===== src/rtl/id_stage_pkg.sv =====
// Shared LoongArch pipeline constants: branch bus width, branch opcodes and
// the condition-select encoding consumed by br_cond.
package id_stage_pkg;

    localparam int BR_BUS_LEN = 33;

    localparam logic [5:0] OP_JIRL = 6'h13;
    localparam logic [5:0] OP_B    = 6'h14;
    localparam logic [5:0] OP_BL   = 6'h15;
    localparam logic [5:0] OP_BEQ  = 6'h16;
    localparam logic [5:0] OP_BNE  = 6'h17;
    localparam logic [5:0] OP_BLT  = 6'h18;
    localparam logic [5:0] OP_BGE  = 6'h19;
    localparam logic [5:0] OP_BLTU = 6'h1a;
    localparam logic [5:0] OP_BGEU = 6'h1b;

    localparam logic [2:0] COND_ALWAYS = 3'd0;
    localparam logic [2:0] COND_EQ     = 3'd1;
    localparam logic [2:0] COND_NE     = 3'd2;
    localparam logic [2:0] COND_LT     = 3'd3;
    localparam logic [2:0] COND_GE     = 3'd4;
    localparam logic [2:0] COND_LTU    = 3'd5;
    localparam logic [2:0] COND_GEU    = 3'd6;

    // Non-branch opcodes map to COND_ALWAYS; is_branch gates them off.
    function automatic logic [2:0] br_cond_sel(input logic [5:0] op);
        case (op)
            OP_BEQ:  br_cond_sel = COND_EQ;
            OP_BNE:  br_cond_sel = COND_NE;
            OP_BLT:  br_cond_sel = COND_LT;
            OP_BGE:  br_cond_sel = COND_GE;
            OP_BLTU: br_cond_sel = COND_LTU;
            OP_BGEU: br_cond_sel = COND_GEU;
            default: br_cond_sel = COND_ALWAYS;
        endcase
    endfunction

endpackage


===== src/rtl/id_stage_br_cond.sv =====
// Branch condition evaluator: compares rj against rd under the selected
// condition. Purely combinational.
module br_cond
    import id_stage_pkg::*;
(
    input  logic [31:0] rj,
    input  logic [31:0] rd,
    input  logic [2:0]  sel,
    output logic        taken
);

    always_comb begin
        taken = 1'b0;
        case (sel)
            COND_ALWAYS: taken = 1'b1;
            COND_EQ:     taken = (rj == rd);
            COND_NE:     taken = (rj != rd);
            COND_LT:     taken = ($signed(rj) <  $signed(rd));
            COND_GE:     taken = ($signed(rj) >= $signed(rd));
            COND_LTU:    taken = (rj <  rd);
            COND_GEU:    taken = (rj >= rd);
            default:     taken = 1'b0;
        endcase
    end

endmodule


===== src/rtl/id_stage.sv =====
// Decode-stage front end: latches the IF instruction, reads rj/rd, resolves
// branches in ID and sends the redirect back to IF on BR_BUS.
module id_stage
    import id_stage_pkg::*;
(
    input  logic                  clk,
    input  logic                  reset,
    input  logic                  IF_ready_go,
    input  logic                  IFreg_valid,
    input  logic [31:0]           IFreg_pc,
    input  logic [31:0]           IFreg_inst,
    output logic                  ID_allow_in,
    output logic [BR_BUS_LEN-1:0] BR_BUS,
    output logic [4:0]            rf_raddr1,
    output logic [4:0]            rf_raddr2,
    input  logic [31:0]           rf_rdata1,
    input  logic [31:0]           rf_rdata2,
    input  logic                  id_stall,
    input  logic                  EX_allow_in,
    output logic                  IDreg_valid,
    output logic [31:0]           IDreg_pc,
    output logic [31:0]           IDreg_inst,
    output logic                  IDreg_link
);

    // Handshake: a slot moves from producer to consumer on the edge where the
    // producer's valid and the consumer's allow_in are both high; valid never
    // depends on allow_in, and a held slot keeps pc/inst stable until it moves.
    logic        ID_valid;
    logic [31:0] ID_pc;
    logic [31:0] ID_inst;

    logic        ID_ready_go;
    logic        ID_fire;
    logic [5:0]  opcode;
    logic        is_jirl;
    logic        is_b;
    logic        is_bl;
    logic        is_branch;
    logic [2:0]  cond_sel;
    logic        cond_taken;
    logic        br_taken;
    logic [31:0] offs16_ext;
    logic [31:0] offs26_ext;
    logic [31:0] br_base;
    logic [31:0] br_offs;
    logic [31:0] br_target;

    assign ID_ready_go = ~id_stall;
    assign ID_allow_in = ~ID_valid | (ID_ready_go & EX_allow_in);
    assign ID_fire     = ID_valid & ID_ready_go & EX_allow_in;

    assign opcode    = ID_inst[31:26];
    assign is_jirl   = (opcode == OP_JIRL);
    assign is_b      = (opcode == OP_B);
    assign is_bl     = (opcode == OP_BL);
    assign is_branch = (opcode >= OP_JIRL) && (opcode <= OP_BGEU);
    assign cond_sel  = br_cond_sel(opcode);

    assign rf_raddr1 = ID_inst[9:5];
    assign rf_raddr2 = is_branch ? ID_inst[4:0] : ID_inst[14:10];

    br_cond u_br_cond (
        .rj    (rf_rdata1),
        .rd    (rf_rdata2),
        .sel   (cond_sel),
        .taken (cond_taken)
    );

    // Offsets are word offsets; the adder wraps modulo 2^32.
    assign offs16_ext = {{14{ID_inst[25]}}, ID_inst[25:10], 2'b00};
    assign offs26_ext = {{4{ID_inst[9]}}, ID_inst[9:0], ID_inst[25:10], 2'b00};
    assign br_base    = is_jirl ? rf_rdata1 : ID_pc;
    assign br_offs    = (is_b | is_bl) ? offs26_ext : offs16_ext;
    assign br_target  = br_base + br_offs;

    // Qualified by ID_fire so a stalled branch redirects only once, as it leaves.
    assign br_taken = ID_fire & is_branch & cond_taken;
    assign BR_BUS   = {br_taken, br_target};

    always_ff @(posedge clk) begin
        if (reset) begin
            ID_valid <= 1'b0;
            ID_pc    <= 32'h0;
            ID_inst  <= 32'h0;
        end else if (ID_allow_in) begin
            ID_valid <= IFreg_valid & IF_ready_go & ~br_taken;
            ID_pc    <= IFreg_pc;
            ID_inst  <= IFreg_inst;
        end
    end

    assign IDreg_valid = ID_valid & ID_ready_go;
    assign IDreg_pc    = ID_pc;
    assign IDreg_inst  = ID_inst;
    assign IDreg_link  = ID_valid & (is_bl | is_jirl);

endmodule

===== config.mk =====
export PLATFORM = sky130hd
export DESIGN_NAME = id_stage
export DESIGN_NICKNAME = d
export VERILOG_FILES = /design/src/rtl/id_stage_pkg.sv /design/src/rtl/id_stage_br_cond.sv /design/src/rtl/id_stage.sv
export SDC_FILE = /design/constraint.sdc
export NUM_CORES = 1
export LEC_CHECK = 0
export ABC_AREA = 1
export BUFFER_PORTS_ARGS = -buffer_cell sky130_fd_sc_hd__buf_2
export CAP_MARGIN = 20
export CELL_PAD_IN_SITES_DETAIL_PLACEMENT = 1
export CELL_PAD_IN_SITES_GLOBAL_PLACEMENT = 1
export CORE_MARGIN = 1
export CORE_UTILIZATION = 30
export DETAILED_ROUTE_END_ITERATION = 10
export PLACE_DENSITY = 0.75
export RECOVER_POWER = 100
export SLEW_MARGIN = 20
export SYNTH_ARGS = -nofsm -noshare
export SYNTH_HDL_FRONTEND = slang
export SYNTH_HIERARCHICAL = 1
export SYNTH_SLANG_ARGS = --single-unit

===== constraint.sdc =====
create_clock -name clk -period 2.4 [get_ports clk]
set_clock_uncertainty 0.1 [all_clocks]
set_input_delay 0.12 -clock clk [delete_from_list [all_inputs] [get_ports clk]]
set_output_delay 0.12 -clock clk [all_outputs]
set_load 0.1 [all_outputs]

==> run summary <==
The flow ran to the end, but the final reports show violations. The checks that failed: negative setup slack. The die is about 150 um wide. Of the cells placed in the final design, the portion with a size suffix greater than 1 is 0.4651. For this run, the top clock speed supported by timing is 296.3 MHz.

The arrival time of the worst setup path is about 3.2 ns. At the end of the flow, the number of nets in the layout was around 1600. The starting density of the core is 0.3079. The sum of negative setup slack came out at -22.42 ns. The highest net fanout along the worst path came out at 8. The proportion of register bits with asynchronous set or reset after synthesis came out at 0. The routed via count is between 8000 and 9000. The transition at the pin with the smallest max-transition slack is roughly 1.3 ns. By startpoint and endpoint, the worst setup path is classified as reg -> out. The worst ir drop on vdd is ~430 uV. From synthesis to final layout, the design area changed by 95.25%.

Row generation in the floorplan step produced 52 rows. The area of placed instances is between 9000 and 10000 sq um. The first-pass detailed-route iteration total is 4. The final number of max-transition violations was 0. Timing analysis after detailed placement gives a worst setup slack of -0.5314 ns. The ratio of routed vias to standard cells came out at around 5.3. The wire-length estimate of the detail-placed layout is between 20 and 25 mm.

The post-layout worst setup margin is -0.9749 ns. Setup repair after global routing could not meet its margin everywhere. For this run, the leading register cell type out of synthesis is sky130_fd_sc_hd__dfxtp_1.

The critical path contains buffers and inverters numbering 5 combined. The die is roughly 150 um tall. The worst pin sits at a relative slew slack of 0.1532.

The floorplan step defined a die boundary enclosing roughly 21000 sq um. The clock slew seen by the registers of the worst setup and hold paths is approximately 0.060 ns. Global routing finished with a remaining overflow of 0. The reported max-cap violation count is 0. Wires add up to about 38 mm. The first global-routing pass estimated between 50 and 60 mm of wire. The area of the core came out at 20360 sq um. The maximum buffer depth of the clock tree came out at 2. Entering global routing, the biggest net connects 39 pins. After synthesis, the mean cell area works out to about 6.3 sq um.

On the critical path, the stage with the largest delay is an instance of sky130_fd_sc_hd__dfxtp_4. Traced cell by cell, the critical path runs through inv_4 -> nor2_8 -> nand3_4 -> buf_12 -> buf_12 -> mux2_4 -> ha_4 -> nand2_4 -> buf_4 -> nor3_2 -> nand3_2 -> nand3_1 -> nand2_2 -> nand2_8 -> buf_12. The total CTS buffers is 9. In the synthesized netlist, the number of instances is about 990. The final instance area came out at between 10000 and 15000 sq um.

The portion of the post-synthesis area used by sequential elements is 0.2075. The power per unit of standard cell area is between 500 and 600 nW/um^2. The area taken by flip-flops and latches is ~1300 sq um. STA classifies the critical path endpoint as an output port.

The number of synthesized flops with an enable pin came out at 0. The count of nets left with antenna violations once routing finished came out at 0. Setup violations remaining at the end of the flow were counted as 31. During synthesis, Yosys emitted a total of 6 warnings. The detailed router finished its first iteration with between 400 and 500 violations.

The clock sink count came out at 65. The path class of the tightest hold or removal check is in -> reg. For this run, the total global-route usage over all layers was measured as 0.3113. Fill cells in the final layout number roughly 2500. After detailed routing, the average wire length per cell comes to 22.62 um. In the final layout, the multi-input gates occupy between 6000 and 7000 sq um.

The number of placed I/O pins is about 240. The final hold violation count is 0. The largest incremental delay on the critical path came out at roughly 0.35 ns.

STA classifies the critical path startpoint as a flip-flop. The static leakage is 0.006204 uW. The most numerous cell type found on the critical path is sky130_fd_sc_hd__buf_12.

The smallest clock period supported by the final layout is computed as ~3.4 ns. The via count of the first global-routing pass is 9337. Grouping stages by cell kind, the critical path spends the most delay in simple AND/OR/NAND/NOR gates. The last weighted congestion value of the routability-driven placer is just under 0.9. The ratio of final minimum period to clock period is 1.406.

The total DRC errors in the routed layout is 0. The number of antenna violations at the first check in global routing came out at 6. In this run the number of H-tree levels came out at 3. The cell at the root of the clock tree is sky130_fd_sc_hd__clkbuf_16. During placement, the flow inserted port buffers numbering ~240. The number of distinct library cells after synthesis came out at 38. The net count of the mapped netlist is approximately 1200.

The endpoint required time on the critical path came out at ~2.2 ns. The clock insertion delay at the later pin of the skew report came out at 0.34 ns. The register bit count reported by yosys is 65. The mapped netlist covers roughly 6300 sq um.

TritonCTS built the clock tree.
## cell type report
class,count,area share
diodes,5,0.001022
clock buffers,11,0.01901
flip-flops and latches,65,0.1082
multi-input cells,739,0.5090
inverters,161,0.05090
clock inverters,5,0.004599
well taps,270,0.02760
repair buffers,438,0.2796
## power breakdown
part	internal [uW]	total (uW)	switching, uW
combinational	1410	4160	2750
clock	805	1370	565
sequential	1150	1250	98.4
## cells by family (layout without fill, tap and decap cells)
kind of cell,after synthesis,in the layout,share of synthesized area
AOI/OAI and AO/OA,130,130,0.1132
xor gates and xnor gates,15,15,0.02095
adders and majority gates,65,65,0.1309
buffers and inverters,191,615,0.1249
DFF,65,65,0.2075
muxes,31,31,0.07304
other,0,5,0
and+or+nand+nor,497,498,0.3295
## state kept, by name, summed over array words and instances, names as in the netlist
| name | flops |
|---|---|
| ID_valid | 1 |
| IDreg_pc | 32 |
| IDreg_inst | 32 |
## what timing repair did
item	4_1_cts	5_1_grt
endpoints found under the hold margin	64	0
hold buffers	65	0
pin swaps	98	67
cloned	1	1
buffers inserted	17	21
setup endpoints to repair	30	33
resized for setup	183	139
## worst min-delay path, cell delays in order
cell                       delay [ns]
sky130_fd_sc_hd__buf_2           0.11
sky130_fd_sc_hd__nor2_1          0.14
sky130_fd_sc_hd__a211oi_1        0.06
## routing by layer
layer / wire length, um / GRT usage / up-vias / share of wire
li1: - / - / 3985 / -
met1: 13990 / 0.3381 / 4324 / 0.37
met2: 19450 / 0.5652 / 439 / 0.51
met3: 2175 / 0.05750 / 197 / 0.057
met4: 2697 / 0.1771 / 2 / 0.070
met5: 8 / 0 / - / 0.00021
## per-stage QoR
step	std cells	hold slack, ns	util	power [uW]
after CTS	1672	0.003640	0.5724	6434
after global placement	1574	0.2752	0.4835	4727
after global routing	1692	0.04555	0.6009	6958
after floorplan	994	0.1587	-	3630
final	1694	0.03850	0.6011	6783
after detailed placement	1574	0.2801	0.4835	4784
## path summary, 6_finish.rpt
kind	start	to	slack, ns	cells past startpoint
worst max register to register	IDreg_inst[28]	ID_valid	-0.11	17
worst max-delay path	IDreg_inst[30]	BR_BUS[25]	-0.97	15
worst min register to register	IDreg_pc[30]	IDreg_pc[30]	0.39	2
worst min-delay path	IFreg_inst[4]	IDreg_inst[4]	0.04	3
## cell usage after synthesis (2+ instances only)
library cell / instances / area share
sky130_fd_sc_hd__buf_6: 3 / 0.0054
sky130_fd_sc_hd__nor2_2: 3 / 0.0030
sky130_fd_sc_hd__nor3_1: 10 / 0.0080
sky130_fd_sc_hd__nand2_1: 353 / 0.21
sky130_fd_sc_hd__nor2_4: 2 / 0.0036
sky130_fd_sc_hd__buf_2: 5 / 0.0040
sky130_fd_sc_hd__nand2_2: 7 / 0.0070
sky130_fd_sc_hd__o21a_1: 2 / 0.0024
sky130_fd_sc_hd__nand3_1: 40 / 0.032
sky130_fd_sc_hd__o21bai_1: 5 / 0.0060
sky130_fd_sc_hd__ha_1: 64 / 0.13
sky130_fd_sc_hd__inv_1: 156 / 0.093
sky130_fd_sc_hd__nor2_1: 65 / 0.039
sky130_fd_sc_hd__a21o_1: 2 / 0.0024
sky130_fd_sc_hd__mux2_4: 29 / 0.069
sky130_fd_sc_hd__a211oi_1: 12 / 0.014
sky130_fd_sc_hd__clkbuf_1: 11 / 0.0066
sky130_fd_sc_hd__o21ai_0: 17 / 0.014
sky130_fd_sc_hd__dfxtp_1: 65 / 0.21
sky130_fd_sc_hd__nand3_4: 2 / 0.0056
sky130_fd_sc_hd__inv_2: 4 / 0.0024
sky130_fd_sc_hd__nand4_1: 9 / 0.0090
sky130_fd_sc_hd__a21oi_1: 89 / 0.071
sky130_fd_sc_hd__mux2_2: 2 / 0.0036
sky130_fd_sc_hd__buf_4: 10 / 0.012
sky130_fd_sc_hd__xor2_1: 15 / 0.021
## placed cells by master, fill, tap and decap left out, types with 13 or more instances in the layout
cell type,count
sky130_fd_sc_hd__nand3_4,15
sky130_fd_sc_hd__dfxtp_1,58
sky130_fd_sc_hd__inv_2,21
sky130_fd_sc_hd__ha_4,29
sky130_fd_sc_hd__clkbuf_1,73
sky130_fd_sc_hd__buf_12,40
sky130_fd_sc_hd__nand3_2,15
sky130_fd_sc_hd__nand3_1,13
sky130_fd_sc_hd__buf_2,134
sky130_fd_sc_hd__nor2_1,39
sky130_fd_sc_hd__mux2_4,29
sky130_fd_sc_hd__nor2_2,15
sky130_fd_sc_hd__dlygate4sd3_1,65
sky130_fd_sc_hd__ha_1,33
sky130_fd_sc_hd__buf_4,100
sky130_fd_sc_hd__nand2_2,61
sky130_fd_sc_hd__a21oi_1,71
sky130_fd_sc_hd__inv_1,132
sky130_fd_sc_hd__xor2_4,15
sky130_fd_sc_hd__nor2_4,16
sky130_fd_sc_hd__nand2_4,58
sky130_fd_sc_hd__nand2_1,231
sky130_fd_sc_hd__buf_6,21
Note: power is estimated with default switching activity, not from simulation.
